### config.mk
export PLATFORM = sky130hd
export DESIGN_NAME = stepdown_core_state_seq
export DESIGN_NICKNAME = d
export VERILOG_FILES = /design/src/rtl/stepdown_core_state_seq.sv
export SDC_FILE = /design/constraint.sdc
export NUM_CORES = 1
export LEC_CHECK = 0
export BUFFER_PORTS_ARGS = -buffer_cell sky130_fd_sc_hd__buf_2
export CAP_MARGIN = 25
export CORE_UTILIZATION = 47
export DETAILED_ROUTE_END_ITERATION = 16
export PLACE_DENSITY_LB_ADDON = 0.2
export SETUP_SLACK_MARGIN = 0.2
export SYNTH_ARGS = -nofsm -noshare
export SYNTH_HDL_FRONTEND = slang
export SYNTH_SLANG_ARGS = --single-unit
### constraint.sdc
create_clock -name clk -period 2.31 [get_ports clk]
set_input_delay 0.1155 -clock clk [delete_from_list [all_inputs] [get_ports clk]]
set_output_delay 0.1155 -clock clk [all_outputs]
set_load 0.01 [all_outputs]
### src/rtl/stepdown_core_state_seq.sv
// Start-up/fault sequencer for the stepdown core-state gate: IDLE -> PRECHG -> SS -> RUN, with FAULT latch.
// Optional hiccup retry after cooldown is enabled by defining STEPDOWN_HICCUP_EN.
module stepdown_core_state_seq #(
    parameter int PRECHG_CYC = 64,
    parameter int SS_STEPS   = 32,
    parameter int SSW        = 5,
    parameter int SS_DIV     = 16,
    parameter int COOL_CYC   = 1024,
    parameter int RETRY_MAX  = 3
) (
    input  logic           clk,
    input  logic           rst,
    input  logic           en,
    input  logic           uvlo_ok,
    input  logic           vout_ok,
    input  logic           ocp,
    input  logic           i0,
    output logic           o,
    output logic           Tstate,
    output logic [SSW-1:0] ss_code,
    output logic           pgood,
    output logic           fault,
    output logic [2:0]     state,
    input  logic           CELG,
    input  logic           CELV,
    input  logic           CELSUB
);

    typedef enum logic [2:0] {
        IDLE   = 3'd0,
        PRECHG = 3'd1,
        SS     = 3'd2,
        RUN    = 3'd3,
        FAULT  = 3'd4
    } state_e;

    localparam int CNT_MAX = (PRECHG_CYC > SS_DIV) ? PRECHG_CYC : SS_DIV;
    localparam int CW      = (CNT_MAX > 2) ? $clog2(CNT_MAX) : 1;

    localparam logic [CW-1:0]  PRE_LAST = CW'(PRECHG_CYC - 1);
    localparam logic [CW-1:0]  SS_LAST  = CW'(SS_DIV - 1);
    localparam logic [SSW-1:0] SS_TOP   = SSW'(SS_STEPS - 1);

    state_e         state_q, state_d;
    logic           tstate_q, tstate_d;
    logic [SSW-1:0] ss_code_q, ss_code_d;
    logic           pgood_q, pgood_d;
    logic           fault_q, fault_d;
    logic [CW-1:0]  cnt_q, cnt_d;
    logic           ocp_qual_q, ocp_qual_d;
    logic           uv_qual_q, uv_qual_d;
    logic           enter_fault;
    logic           force_idle;

`ifdef STEPDOWN_HICCUP_EN
    localparam int CCW = (COOL_CYC > 2) ? $clog2(COOL_CYC) : 1;
    localparam int RW  = (RETRY_MAX > 0) ? $clog2(RETRY_MAX + 1) : 1;
    localparam logic [CCW-1:0] COOL_LAST = CCW'(COOL_CYC - 1);
    localparam logic [RW-1:0]  RETRY_LIM = RW'(RETRY_MAX);

    logic [CCW-1:0] cool_cnt_q, cool_cnt_d;
    logic [RW-1:0]  retry_cnt_q, retry_cnt_d;
`endif

    always_comb begin
        // NOTE: every _d gets a hold/clear default first so no path can infer a latch.
        state_d     = state_q;
        tstate_d    = tstate_q;
        ss_code_d   = ss_code_q;
        pgood_d     = pgood_q;
        fault_d     = fault_q;
        cnt_d       = cnt_q;
        ocp_qual_d  = 1'b0;
        uv_qual_d   = 1'b0;
        enter_fault = 1'b0;
        force_idle  = 1'b0;
`ifdef STEPDOWN_HICCUP_EN
        cool_cnt_d  = cool_cnt_q;
        retry_cnt_d = retry_cnt_q;
`endif

        case (state_q)
            IDLE: begin
`ifdef STEPDOWN_HICCUP_EN
                retry_cnt_d = '0;
`endif
                if (uvlo_ok) begin
                    state_d = PRECHG;
                    cnt_d   = '0;
                end
            end
            PRECHG: begin
                if (cnt_q == PRE_LAST) begin
                    state_d   = SS;
                    tstate_d  = 1'b1;
                    ss_code_d = '0;
                    cnt_d     = '0;
                end else begin
                    cnt_d = cnt_q + 1'b1;
                end
            end
            SS: begin
                ocp_qual_d = ocp;
                if (ocp && ocp_qual_q) begin
                    enter_fault = 1'b1;
                end else if (ss_code_q == SS_TOP) begin
                    // Once the ramp is saturated, cnt_q doubles as the UV timeout.
                    if (vout_ok) begin
                        state_d = RUN;
                        pgood_d = 1'b1;
                        cnt_d   = '0;
                    end else if (cnt_q == SS_LAST) begin
                        enter_fault = 1'b1;
                    end else begin
                        cnt_d = cnt_q + 1'b1;
                    end
                end else if (cnt_q == SS_LAST) begin
                    cnt_d     = '0;
                    ss_code_d = ss_code_q + 1'b1;
                end else begin
                    cnt_d = cnt_q + 1'b1;
                end
            end
            RUN: begin
                ocp_qual_d = ocp;
                uv_qual_d  = !vout_ok;
                if ((ocp && ocp_qual_q) || (!vout_ok && uv_qual_q)) begin
                    enter_fault = 1'b1;
                end
            end
            FAULT: begin
`ifdef STEPDOWN_HICCUP_EN
                if (cool_cnt_q == COOL_LAST) begin
                    if (retry_cnt_q < RETRY_LIM) begin
                        retry_cnt_d = retry_cnt_q + 1'b1;
                        fault_d     = 1'b0;
                        state_d     = PRECHG;
                        cnt_d       = '0;
                    end
                end else begin
                    cool_cnt_d = cool_cnt_q + 1'b1;
                end
`endif
            end
            default: force_idle = 1'b1;
        endcase

        if (enter_fault) begin
            state_d    = FAULT;
            tstate_d   = 1'b0;
            pgood_d    = 1'b0;
            ss_code_d  = '0;
            fault_d    = 1'b1;
            cnt_d      = '0;
            ocp_qual_d = 1'b0;
            uv_qual_d  = 1'b0;
`ifdef STEPDOWN_HICCUP_EN
            cool_cnt_d = '0;
`endif
        end

        // en drop beats everything; UVLO loss aborts the sequence but leaves a latched FAULT alone.
        if (force_idle || !en || (!uvlo_ok && state_q != FAULT)) begin
            state_d    = IDLE;
            tstate_d   = 1'b0;
            pgood_d    = 1'b0;
            ss_code_d  = '0;
            fault_d    = 1'b0;
            cnt_d      = '0;
            ocp_qual_d = 1'b0;
            uv_qual_d  = 1'b0;
`ifdef STEPDOWN_HICCUP_EN
            cool_cnt_d  = '0;
            retry_cnt_d = '0;
`endif
        end
    end

    always_ff @(posedge clk) begin
        if (rst) begin
            state_q     <= IDLE;
            tstate_q    <= 1'b0;
            ss_code_q   <= '0;
            pgood_q     <= 1'b0;
            fault_q     <= 1'b0;
            cnt_q       <= '0;
            ocp_qual_q  <= 1'b0;
            uv_qual_q   <= 1'b0;
`ifdef STEPDOWN_HICCUP_EN
            cool_cnt_q  <= '0;
            retry_cnt_q <= '0;
`endif
        end else begin
            state_q     <= state_d;
            tstate_q    <= tstate_d;
            ss_code_q   <= ss_code_d;
            pgood_q     <= pgood_d;
            fault_q     <= fault_d;
            cnt_q       <= cnt_d;
            ocp_qual_q  <= ocp_qual_d;
            uv_qual_q   <= uv_qual_d;
`ifdef STEPDOWN_HICCUP_EN
            cool_cnt_q  <= cool_cnt_d;
            retry_cnt_q <= retry_cnt_d;
`endif
        end
    end

    assign o       = i0 & tstate_q;
    assign Tstate  = tstate_q;
    assign ss_code = ss_code_q;
    assign pgood   = pgood_q;
    assign fault   = fault_q;
    assign state   = state_q;

    // Supply/substrate pins only feed the physical gate cells.
    logic unused_supply;
    assign unused_supply = &{1'b0, CELG, CELV, CELSUB};

endmodule

# Yosys cells after proc, flatten, opt, wreduce, memory -nomap -nowiden
# Index checks and enable logic that the tools add are counted.
# classes
n_addsub,2
n_reduce_logical,25
muxes,27
shifts,0
magnitude_cmp,0
multipliers,0
n_bitwise,4
n_eq_ne,21
div,0
# ops
cell,n
2-to-1 mux 6 bit,7
2-to-1 mux 5 bit,4
2-to-1 mux 3 bit,6
inequality test 3 bit (second input constant),6
case mux 6 bit (3 select lines),1
inequality test 2 bit (second input constant),7
AND reduction 6 bit,2
case mux 5 bit (2 select lines),1
case mux 3 bit (3 select lines),1
AND reduction 4 bit,2
OR reduction 4 bit,2
adder 6 x 1 -> 6 bit (second input constant),1
equality test 3 x 2 -> 1 bit (second input constant),2
equality test 6 x 4 -> 1 bit (second input constant),1
equality test 6 bit (second input constant),1
2-to-1 mux 1 bit,6
adder 5 x 1 -> 5 bit (second input constant),1
equality test 5 bit (second input constant),1
AND reduction 5 bit,1
OR reduction 5 bit,1
inequality test 4 bit (second input constant),1
nonzero test 4 bit,1
OR reduction 2 bit,2
equality test 3 x 1 -> 1 bit (second input constant),1
12 further kinds,20
# totals
ff_bits,19
latchBits,0
ramBits,0
mem_bits_ro,0
mem_count,0
output_inout_bits,12
wordCells,88

# Depth between registers and ports, before layout
# Gate-level depths: netlist of the first run.
# depth
depth_word,8
mapped_depth,8
depth_no_buf,8

# Least setup slack after synthesis of the first run
# OpenSTA, ideal clock, no wires.
# synth_timing
path_type,register to register
start,register ss_code_q[0] (netlist: ss_code[0])
end,register cnt_q[5]
stages_incl_launch_ff,9
t_arrival_ns,2.119
slack_ns,0.077
required_ns,2.196
n_path_buf,0
path_cell_list,dfxtp_1 ha_1 and3_1 ha_1 or3b_1 or4_4 nand3_1 xor2_1 nor2_1
# synth_via
elab_chain_cells,5
word_cells_on_any_way,10
cone_classes,eq/ne: 2; mux: 6; reduce/logical: 2
# synth_rtl
element,line_no,source
"start, declared",46,"logic [SSW-1:0] ss_code_q, ss_code_d;"
"start signal, assigned",196,ss_code_q <= ss_code_d;
equality test 5 bit *,106,end else if (ss_code_q == SS_TOP) begin
2-to-1 mux 1 bit,106,
2-to-1 mux 1 bit,104,if (ocp && ocp_qual_q) begin
case mux 1 bit (2 select lines),82,case (state_q)
OR reduction 3 bit (no line),--,
"end signal, assigned",199,cnt_q <= cnt_d;
"end, declared",49,"logic [CW-1:0] cnt_q, cnt_d;"
# Every way passes the cells marked *; elsewhere a longest branch is shown, timed or not. The select of a mux whose other input is x is not followed.
# A chain may end at the register's enable or synchronous reset.

# Final worst setup path of the first run
# Same ends and word-level chain as after synthesis.

==> results.txt, run 1 <==
PD cells: 415.8 nW/µm²
clk sinks: 19
remaining antenna violation count: 0
Yosys cell types: 41
Pre-Repair DR Iteration Count: 4
routed len/inst: 14.33 µm
VDD IR-drop max: 0.0003652 V
syn_area_per_cell: 8.738 µm²
vias in the first global route: 887
FMAX: 0.4715 GHz
hold path depth: 2
Initial Util: 51.86%
gpl congestion: 0.7817
met1 WL: 1169 µm
Buffers on Ports: 18
die width: 49.23 µm
fin cells: 172
footprint of the multi-input gates: 695.7 µm²
power share of the combinational group: 6.8%
Register Area: 389.1 µm²
Via-to-Cell Ratio: 5.919
Fillers: 183
Max FO, Critical Path: 4
HP Class: in -> reg
most common cell after layout, fill and taps aside: buf_2
Seq/Total Area, Yosys: 36.28%
WL met2: 1172 µm
Post-Synth Simple-Gate Area: 33.05%
I/O pins: 22
Syn Std Cell Area: 1049 µm²
WL final: 2464 µm
static leakage: 0.0004661 µW
commonest non-fill, non-tap cells in the layout: buf_2 (18), dfxtp_1 (16), nor2_1 (11), nand2_1 (10)
critical path data arrival time: 2.33 ns
Sw Pwr: 128.8 µW
Clk Latency, worst-skew pair: 0.30 ns
syn nets: 133
xor/xnor cell area share of the yosys netlist: 1.671%
top layer in use: met4
Antenna Cells: 0
HPWL Detailed: 1721 µm
CTS buffer count: 3
initial antenna violation count: 0
fin nets: 159
minimum clock period: 2.121 ns
Post-synth EDFFs: 0
Worst Reg-to-Reg Cells: 8
relative slew slack: 67.91%
drt initial violations: 20
area added between synthesis and finish: 23.15%
root buffer cell: clkbuf_4
total number of vias: 1018
H-tree depth: 1
compound-gate portion of the synthesized area: 21.24%
Worst Setup End Kind: flip-flop
Sequential Power Share: 61.1%
largest family of logic cells by synthesized area: simple AND/OR/NAND/NOR gates
mux contribution to synthesized area: 0.9547%
Finish-stage setup viols: 0
critical path startpoint category: flip-flop
ratio of cells with drive above 1 in the final layout: 34.48%
Die ar.: 2424 µm²
status: finished clean
Core Footprint: 2022 µm²
largest net degree at the start of global routing: 14
Worst Clk Skew: 0.001758 ns
Bufs on Longest Clock Path: 2
GRT Residual Overflow: 0
Die H: 49.23 µm
Sw Share: 23.99%
worst endpoint required time: 2.52 ns
fin crit share: 91.81%
kind of critical path: reg -> reg
Clk pwr share: 32.1%
#FFs+latches synth: 19
Async SR Flop Fraction: 0%
metal3 WL: 102 µm
Max Slew Vio Count: 0
DRC: 0
RSZ-0062 raised after global routing: true
cell internal pwr: 408.1 µW
Setup TNS: 0 ns
Mapped Cells: 120
ys flop type: dfxtp_1
CTS tree: built
total track usage: 21.41%
Clk pin slew, worst setup/hold paths: 0.11 ns
Final Hold Vio Count: 0
global-route wire length before repair: 4071 µm
max-cap violations: 0
adder-cell share of the synthesized area: 3.580%
cts hold-fix bufs: 0
dpl cells: 164
synth warn: 0
FP Rows: 16
Slew @ Worst Pin: 0.4798 ns
[cell type report]
cell class / instances / area share (%)
inverter: 1 / 0.2907
multi-input combinational: 96 / 53.88
clock buffer: 4 / 2.035
timing repair buffer: 25 / 11.05
tap: 27 / 2.616
sequential: 19 / 30.14
[cells by family (layout without fill, tap and decap cells)]
logic type / count (synthesis) / in the layout
DFF: 19 / 19
buffers and inverters: 5 / 30
xor gates and xnor gates: 2 / 2
muxes: 1 / 1
adders and majority gates: 3 / 3
and+or+nand+nor: 60 / 60
AOI/OAI and AO/OA: 30 / 30
[state kept, by name (all words and copies together) (netlist names)]
name,flops
ocp_qual_q,1
Tstate,1
ss_code,5
cnt_q,6
fault,1
uv_qual_q,1
state,3
pgood,1
[worst max-delay path, cell delays in order, from the launching register on]
cell and delay, ns:
dfxtp_4 0.38, ha_4 0.13, and3_4 0.20, ha_4 0.13, or3b_4 0.38, or4_4 0.50
nand3_2 0.11, xor2_1 0.15, nor2_1 0.05
[timing repair]
action	in CTS	in global routing
pin swaps	1	4
setup buffers	3	1
setup endpoints to repair	8	10
gates resized for setup	1	5
gates cloned	0	0
[power groups by stage]
stage	Sequential, µW	Combinational (µW)	Clock (µW)
6_report	328	36.7	172
5_1_grt	328	40.0	187
4_1_cts	328	33.8	175
3_5_place_dp	335	33.1	0
3_3_place_gp	335	32.1	0
2_1_floorplan	334	23.4	0
[worst paths after layout]
kind	from	end	slack, ns
min reg2reg	fault$_SDFFE_PP0P_	fault$_SDFFE_PP0P_	0.47
max	ss_code[0]$_SDFFE_PP0P_	cnt_q[5]$_SDFFE_PP0P_	0.19
min	vout_ok	uv_qual_q$_SDFF_PP0_	0.04
max reg2reg	ss_code[0]$_SDFFE_PP0P_	cnt_q[5]$_SDFFE_PP0P_	0.19
[stage by stage]
| stage | power, µW | hold slack [ns] | util [%] | instance area [µm²] | setup slack, ns |
|---|---|---|---|---|---|
| floorplan | 357.4 | 0.1942 | - | 1094 | 0.2314 |
| global placement | 367.4 | 0.3511 | 59.84 | 1210 | 0.1686 |
| detailed placement | 368.5 | 0.3585 | 59.84 | 1210 | 0.1249 |
| CTS | 537.0 | 0.02690 | 62.50 | 1264 | 0.1942 |
| global route | 555.4 | 0.04463 | 63.86 | 1291 | 0.1431 |
| finish | 536.9 | 0.03718 | 63.86 | 1291 | 0.1893 |
[per-layer routing]
layer	track usage, %	vias up
li1	-	495
met1	27.70	494
met2	36.76	26
met3	3.738	3
met4	4.412	0
met5	0	-
[synthesized netlist by cell type (3+ instances only)]
| cell type | count | area share (%) |
|---|---|---|
| a21o_1 | 3 | 2.1 |
| a21oi_1 | 11 | 5.3 |
| and3_1 | 3 | 1.8 |
| buf_4 | 4 | 2.9 |
| dfxtp_1 | 19 | 36 |
| ha_1 | 3 | 3.6 |
| nand2_1 | 11 | 3.9 |
| nand3_1 | 11 | 5.3 |
| nor2_1 | 11 | 3.9 |
| nor2b_1 | 3 | 1.8 |
No activity file was read; power rests on OpenSTA's default activity.
==> run 2: changes to the inputs <==
--- a/config.mk
+++ b/config.mk
@@ -9,7 +9,7 @@
 export CAP_MARGIN = 25
 export CORE_UTILIZATION = 47
 export DETAILED_ROUTE_END_ITERATION = 16
-export PLACE_DENSITY_LB_ADDON = 0.2
+export PLACE_DENSITY_LB_ADDON = 0.25
 export SETUP_SLACK_MARGIN = 0.2
 export SYNTH_ARGS = -nofsm -noshare
 export SYNTH_HDL_FRONTEND = slang
==> results.txt, run 2 (synthesis gave the netlist of run 1 again) <==
status: finished clean
static leakage: 0.0004742 µW
root buffer cell: clkbuf_4
FP Rows: 16
max reg flops: 6
hold path depth: 2
WL final: 2396 µm
Core Footprint: 2022 µm²
PD cells: 415.6 nW/µm²
Final Hold Vio Count: 0
largest net degree at the start of global routing: 14
GRT Residual Overflow: 0
critical path startpoint category: flip-flop
Worst Clk Skew: 0.006624 ns
Finish-stage setup viols: 0
routed len/inst: 13.85 µm
Buffers on Ports: 18
HPWL Detailed: 1684 µm
H-tree depth: 1
commonest non-fill, non-tap cells in the layout: buf_2 (18), dfxtp_1 (17), nand2_1 (11), nor2_1 (11)
Clk Latency, worst-skew pair: 0.31 ns
most common cell after layout, fill and taps aside: buf_2
initial antenna violation count: 0
Worst Reg-to-Reg Cells: 8
critical path data arrival time: 2.31 ns
global-route wire length before repair: 3795 µm
max-cap violations: 0
Worst Setup End Kind: flip-flop
Via-to-Cell Ratio: 5.786
Die H: 49.23 µm
Antenna Cells: 0
grt peak-use layer: met2
Core Util, Final: 63.80%
total track usage: 20.22%
FMAX: 0.4741 GHz
RR Endpoint: cnt_q[3]$_SDFFE_PP0P_
met3 Usage GRT: 5.607%
reg2reg start: ss_code[0]$_SDFFE_PP0P_
drt initial violations: 41
CTS tree: built
Top reg by flops: cnt_q
fin crit share: 91.30%
worst endpoint required time: 2.51 ns
Max FO, Critical Path: 7
worst setup path startpoint: ss_code[0]$_SDFFE_PP0P_
ratio of cells with drive above 1 in the final layout: 32.19%
CTS buffer count: 3
GR Util met1: 25.05%
minimum clock period: 2.109 ns
HP Class: in -> reg
die width: 49.23 µm
I/O pins: 22
Setup TNS: 0 ns
gpl congestion: 0.7612
crit path to: cnt_q[3]$_SDFFE_PP0P_
remaining antenna violation count: 0
area added between synthesis and finish: 23.03%
Fillers: 187
cts hold-fix bufs: 0
relative slew slack: 69.50%
fin nets: 160
DRC: 0
total number of vias: 1001
vias in the first global route: 867
Clk pin slew, worst setup/hold paths: 0.11 ns
Bufs on Longest Clock Path: 2
clk sinks: 19
R2R setup slack: 0.20 ns
Slew @ Worst Pin: 0.4528 ns
Pre-Repair DR Iteration Count: 4
Die ar.: 2424 µm²
Max Slew Vio Count: 0
RSZ-0062 raised after global routing: true
met2 GRT Util: 34.47%
Initial Util: 51.86%
kind of critical path: reg -> reg
VDD IR-drop max: 0.0003347 V
run 2: changes by cell type in the layout (fill, tap and decap cells not counted), sizes merged:
cell,previous run,this run
buf,25,26
run 2: worst min path at each step:
stage          slack [ns]                   end     from
5_1_grt              0.03  uv_qual_q$_SDFF_PP0_  vout_ok
3_5_place_dp         0.35  uv_qual_q$_SDFF_PP0_  vout_ok
6_report             0.03  uv_qual_q$_SDFF_PP0_  vout_ok
2_1_floorplan        0.19  uv_qual_q$_SDFF_PP0_  vout_ok
3_3_place_gp         0.35  uv_qual_q$_SDFF_PP0_  vout_ok
4_1_cts              0.03  uv_qual_q$_SDFF_PP0_  vout_ok
run 2: final cells by class:
| type | count | area [µm²] | share of cell area [%] |
|---|---|---|---|
| timing repair buffer | 26 | 162.7 | 12.61 |
| inverter | 1 | 3.754 | 0.2910 |
| tap | 27 | 33.78 | 2.619 |
| clock buffer | 4 | 26.28 | 2.037 |
| multi-input combinational | 96 | 675.6 | 52.38 |
| sequential | 19 | 387.9 | 30.07 |
run 2: layer usage:
| metal | vias to the layer above | share of wire (%) |
|---|---|---|
| met4 | 0 | 1.1 |
| met2 | 32 | 48 |
| li1 | 499 | - |
| met1 | 466 | 46 |
| met5 | - | 0 |
| met3 | 4 | 4.9 |
run 2: metrics by stage:
step                      worst slack [ns]  instance area [µm²]  power, µW  cells  hold WS [ns]
after detailed placement            0.1534                 1215      370.0    163        0.3540
after global placement              0.1786                 1215      369.4    163        0.3480
after floorplan                     0.2314                 1094      357.4    120        0.1942
after CTS                           0.1755                 1256      542.5    169       0.02607
after global routing                0.1197                 1290      554.9    173       0.03439
final                               0.2009                 1290      536.1    173       0.02990
run 2: report_power, final:
group / leakage (µW) / switching (µW) / internal, µW
registers: 0.000155 / 2.23 / 326
clock network: 0.0000150 / 105 / 67.5
logic: 0.000305 / 20.0 / 15.3
run 2: critical path, stage by stage, from the launching register on:
cell	delay, ns
dfxtp_4	0.37
ha_4	0.13
and3_4	0.19
ha_4	0.13
or3b_4	0.38
or4_4	0.48
nand2_4	0.12
nand3b_1	0.12
a31oi_1	0.08
run 2: what timing repair did:
action | in CTS | in global routing
setup endpoints to repair | 6 | 8
resized for setup | 0 | 1
buffers inserted | 2 | 4
hold endpoints to repair | 0 | 0
pin swaps | 1 | 3
==> run 3: changes to the inputs <==
--- a/config.mk
+++ b/config.mk
@@ -7,6 +7,7 @@
 export LEC_CHECK = 0
 export BUFFER_PORTS_ARGS = -buffer_cell sky130_fd_sc_hd__buf_2
 export CAP_MARGIN = 25
+export CORE_ASPECT_RATIO = 0.9
 export CORE_UTILIZATION = 47
 export DETAILED_ROUTE_END_ITERATION = 16
 export PLACE_DENSITY_LB_ADDON = 0.25
==> results.txt, run 3 (synthesis gave the netlist of run 1 again) <==
Top reg by flops: cnt_q
total number of vias: 991
H-tree depth: 1
Max Slew Vio Count: 0
GRT Residual Overflow: 0
gpl congestion: 0.7501
HPWL Detailed: 1619 µm
minimum clock period: 2.114 ns
fin nets: 157
worst endpoint required time: 2.52 ns
Register Area: 387.9 µm²
FMAX: 0.4730 GHz
ratio of cells with drive above 1 in the final layout: 32.17%
Die H: 46.81 µm
clk sinks: 19
Clk Latency, worst-skew pair: 0.30 ns
RSZ-0062 raised after global routing: true
footprint of the multi-input gates: 691.9 µm²
die width: 51.79 µm
static leakage: 0.0004548 µW
total track usage: 20.74%
fin worst setup slack: 0.1960 ns
Clk pin slew, worst setup/hold paths: 0.11 ns
root buffer cell: clkbuf_4
dpl cells: 161
kind of critical path: reg -> reg
Final Hold Vio Count: 0
relative slew slack: 66.44%
critical path startpoint category: flip-flop
vias in the first global route: 826
HP Class: in -> reg
Finish-stage setup viols: 0
Die ar.: 2424 µm²
routed len/inst: 13.79 µm
Fillers: 184
commonest non-fill, non-tap cells in the layout: buf_2 (18), dfxtp_1 (17), nor2_1 (11), nand2_1 (10), a21oi_1 (10)
area added between synthesis and finish: 21.00%
PD cells: 421.1 nW/µm²
FP Rows: 15
max reg flops: 6
largest net degree at the start of global routing: 14
Antenna Cells: 0
CTS tree: built
critical path data arrival time: 2.32 ns
max-cap violations: 0
Bufs on Longest Clock Path: 2
Slew @ Worst Pin: 0.5018 ns
drt initial violations: 22
most common cell after layout, fill and taps aside: buf_2
fin crit share: 91.52%
Setup TNS: 0 ns
CTS buffer count: 3
DRC: 0
Pre-Repair DR Iteration Count: 4
Buffers on Ports: 18
initial antenna violation count: 0
Core Footprint: 2008 µm²
global-route wire length before repair: 3684 µm
fin cells: 168
VDD IR-drop max: 0.0003685 V
remaining antenna violation count: 0
Initial Util: 52.21%
pre-CTS WS: 0.1426 ns
hold slack: 0.04290 ns
Worst Setup End Kind: flip-flop
Via-to-Cell Ratio: 5.899
Worst Clk Skew: 0.003216 ns
Max FO, Critical Path: 4
status: finished clean
I/O pins: 22
WL final: 2317 µm
run 3: changes by cell type in the layout (fill, tap and decap cells not counted):
cell,delta
buf_4,-2
buf_12,-1
nand2_1,-1
nand2_2,+1
nand2_4,-1
nand2_8,+1
nand3_1,-1
nand3_2,+1
run 3: area by class of cell:
cell class / instances / share of cell area, %
inverter: 1 / 0.2959
sequential: 19 / 30.57
tap: 25 / 2.465
timing repair buffer: 23 / 10.06
clock buffer: 4 / 2.071
multi-input combinational: 96 / 54.54
run 3: worst paths after layout:
check | slack, ns | cells past startpoint | end | from
max | 0.20 | 8 | cnt_q[5]$_SDFFE_PP0P_ | ss_code[0]$_SDFFE_PP0P_
max reg2reg | 0.20 | 8 | cnt_q[5]$_SDFFE_PP0P_ | ss_code[0]$_SDFFE_PP0P_
min reg2reg | 0.49 | 2 | cnt_q[1]$_SDFFE_PP0P_ | cnt_q[1]$_SDFFE_PP0P_
min | 0.04 | 2 | uv_qual_q$_SDFF_PP0_ | vout_ok
run 3: what timing repair did:
item                       CTS  global route
setup buffers                3             0
gates resized for setup      1             3
cloned                       0             0
setup endpoints to repair    7             9
hold buffers                 0             0
pin swaps                    1             4
run 3: per-stage QoR:
step	power, µW	instance area, µm²	utilization, %
after floorplan	357.4	1094	-
after global placement	367.0	1200	59.75
after detailed placement	367.9	1200	59.75
after CTS	536.4	1254	62.43
after global routing	556.3	1269	63.18
final	534.2	1269	63.18
run 3: routing by layer:
| metal | vias up | global-route usage, % | share of wire, % |
|---|---|---|---|
| met1 | 464 | 28.24 | 50 |
| met3 | 4 | 6.796 | 4.4 |
| met4 | 0 | 3.784 | 0.60 |
| met5 | - | 0 | 0 |
| met2 | 27 | 32.73 | 45 |
| li1 | 496 | - | - |
run 3: worst max-delay path: stages (launching register included):
cell and delay [ns]:
dfxtp_4 0.37, ha_4 0.13, and3_4 0.19, ha_4 0.12
or3b_4 0.38, or4_4 0.50, nand3_2 0.11, xor2_1 0.16
nor2_1 0.05
run 3: power breakdown:
part           total (µW)  internal [µW]  leakage (µW)  switching (µW)
Sequential            328            326      0.000155            2.23
Combinational        35.1           14.6      0.000285            20.5
Clock                 171           67.3     0.0000150             104
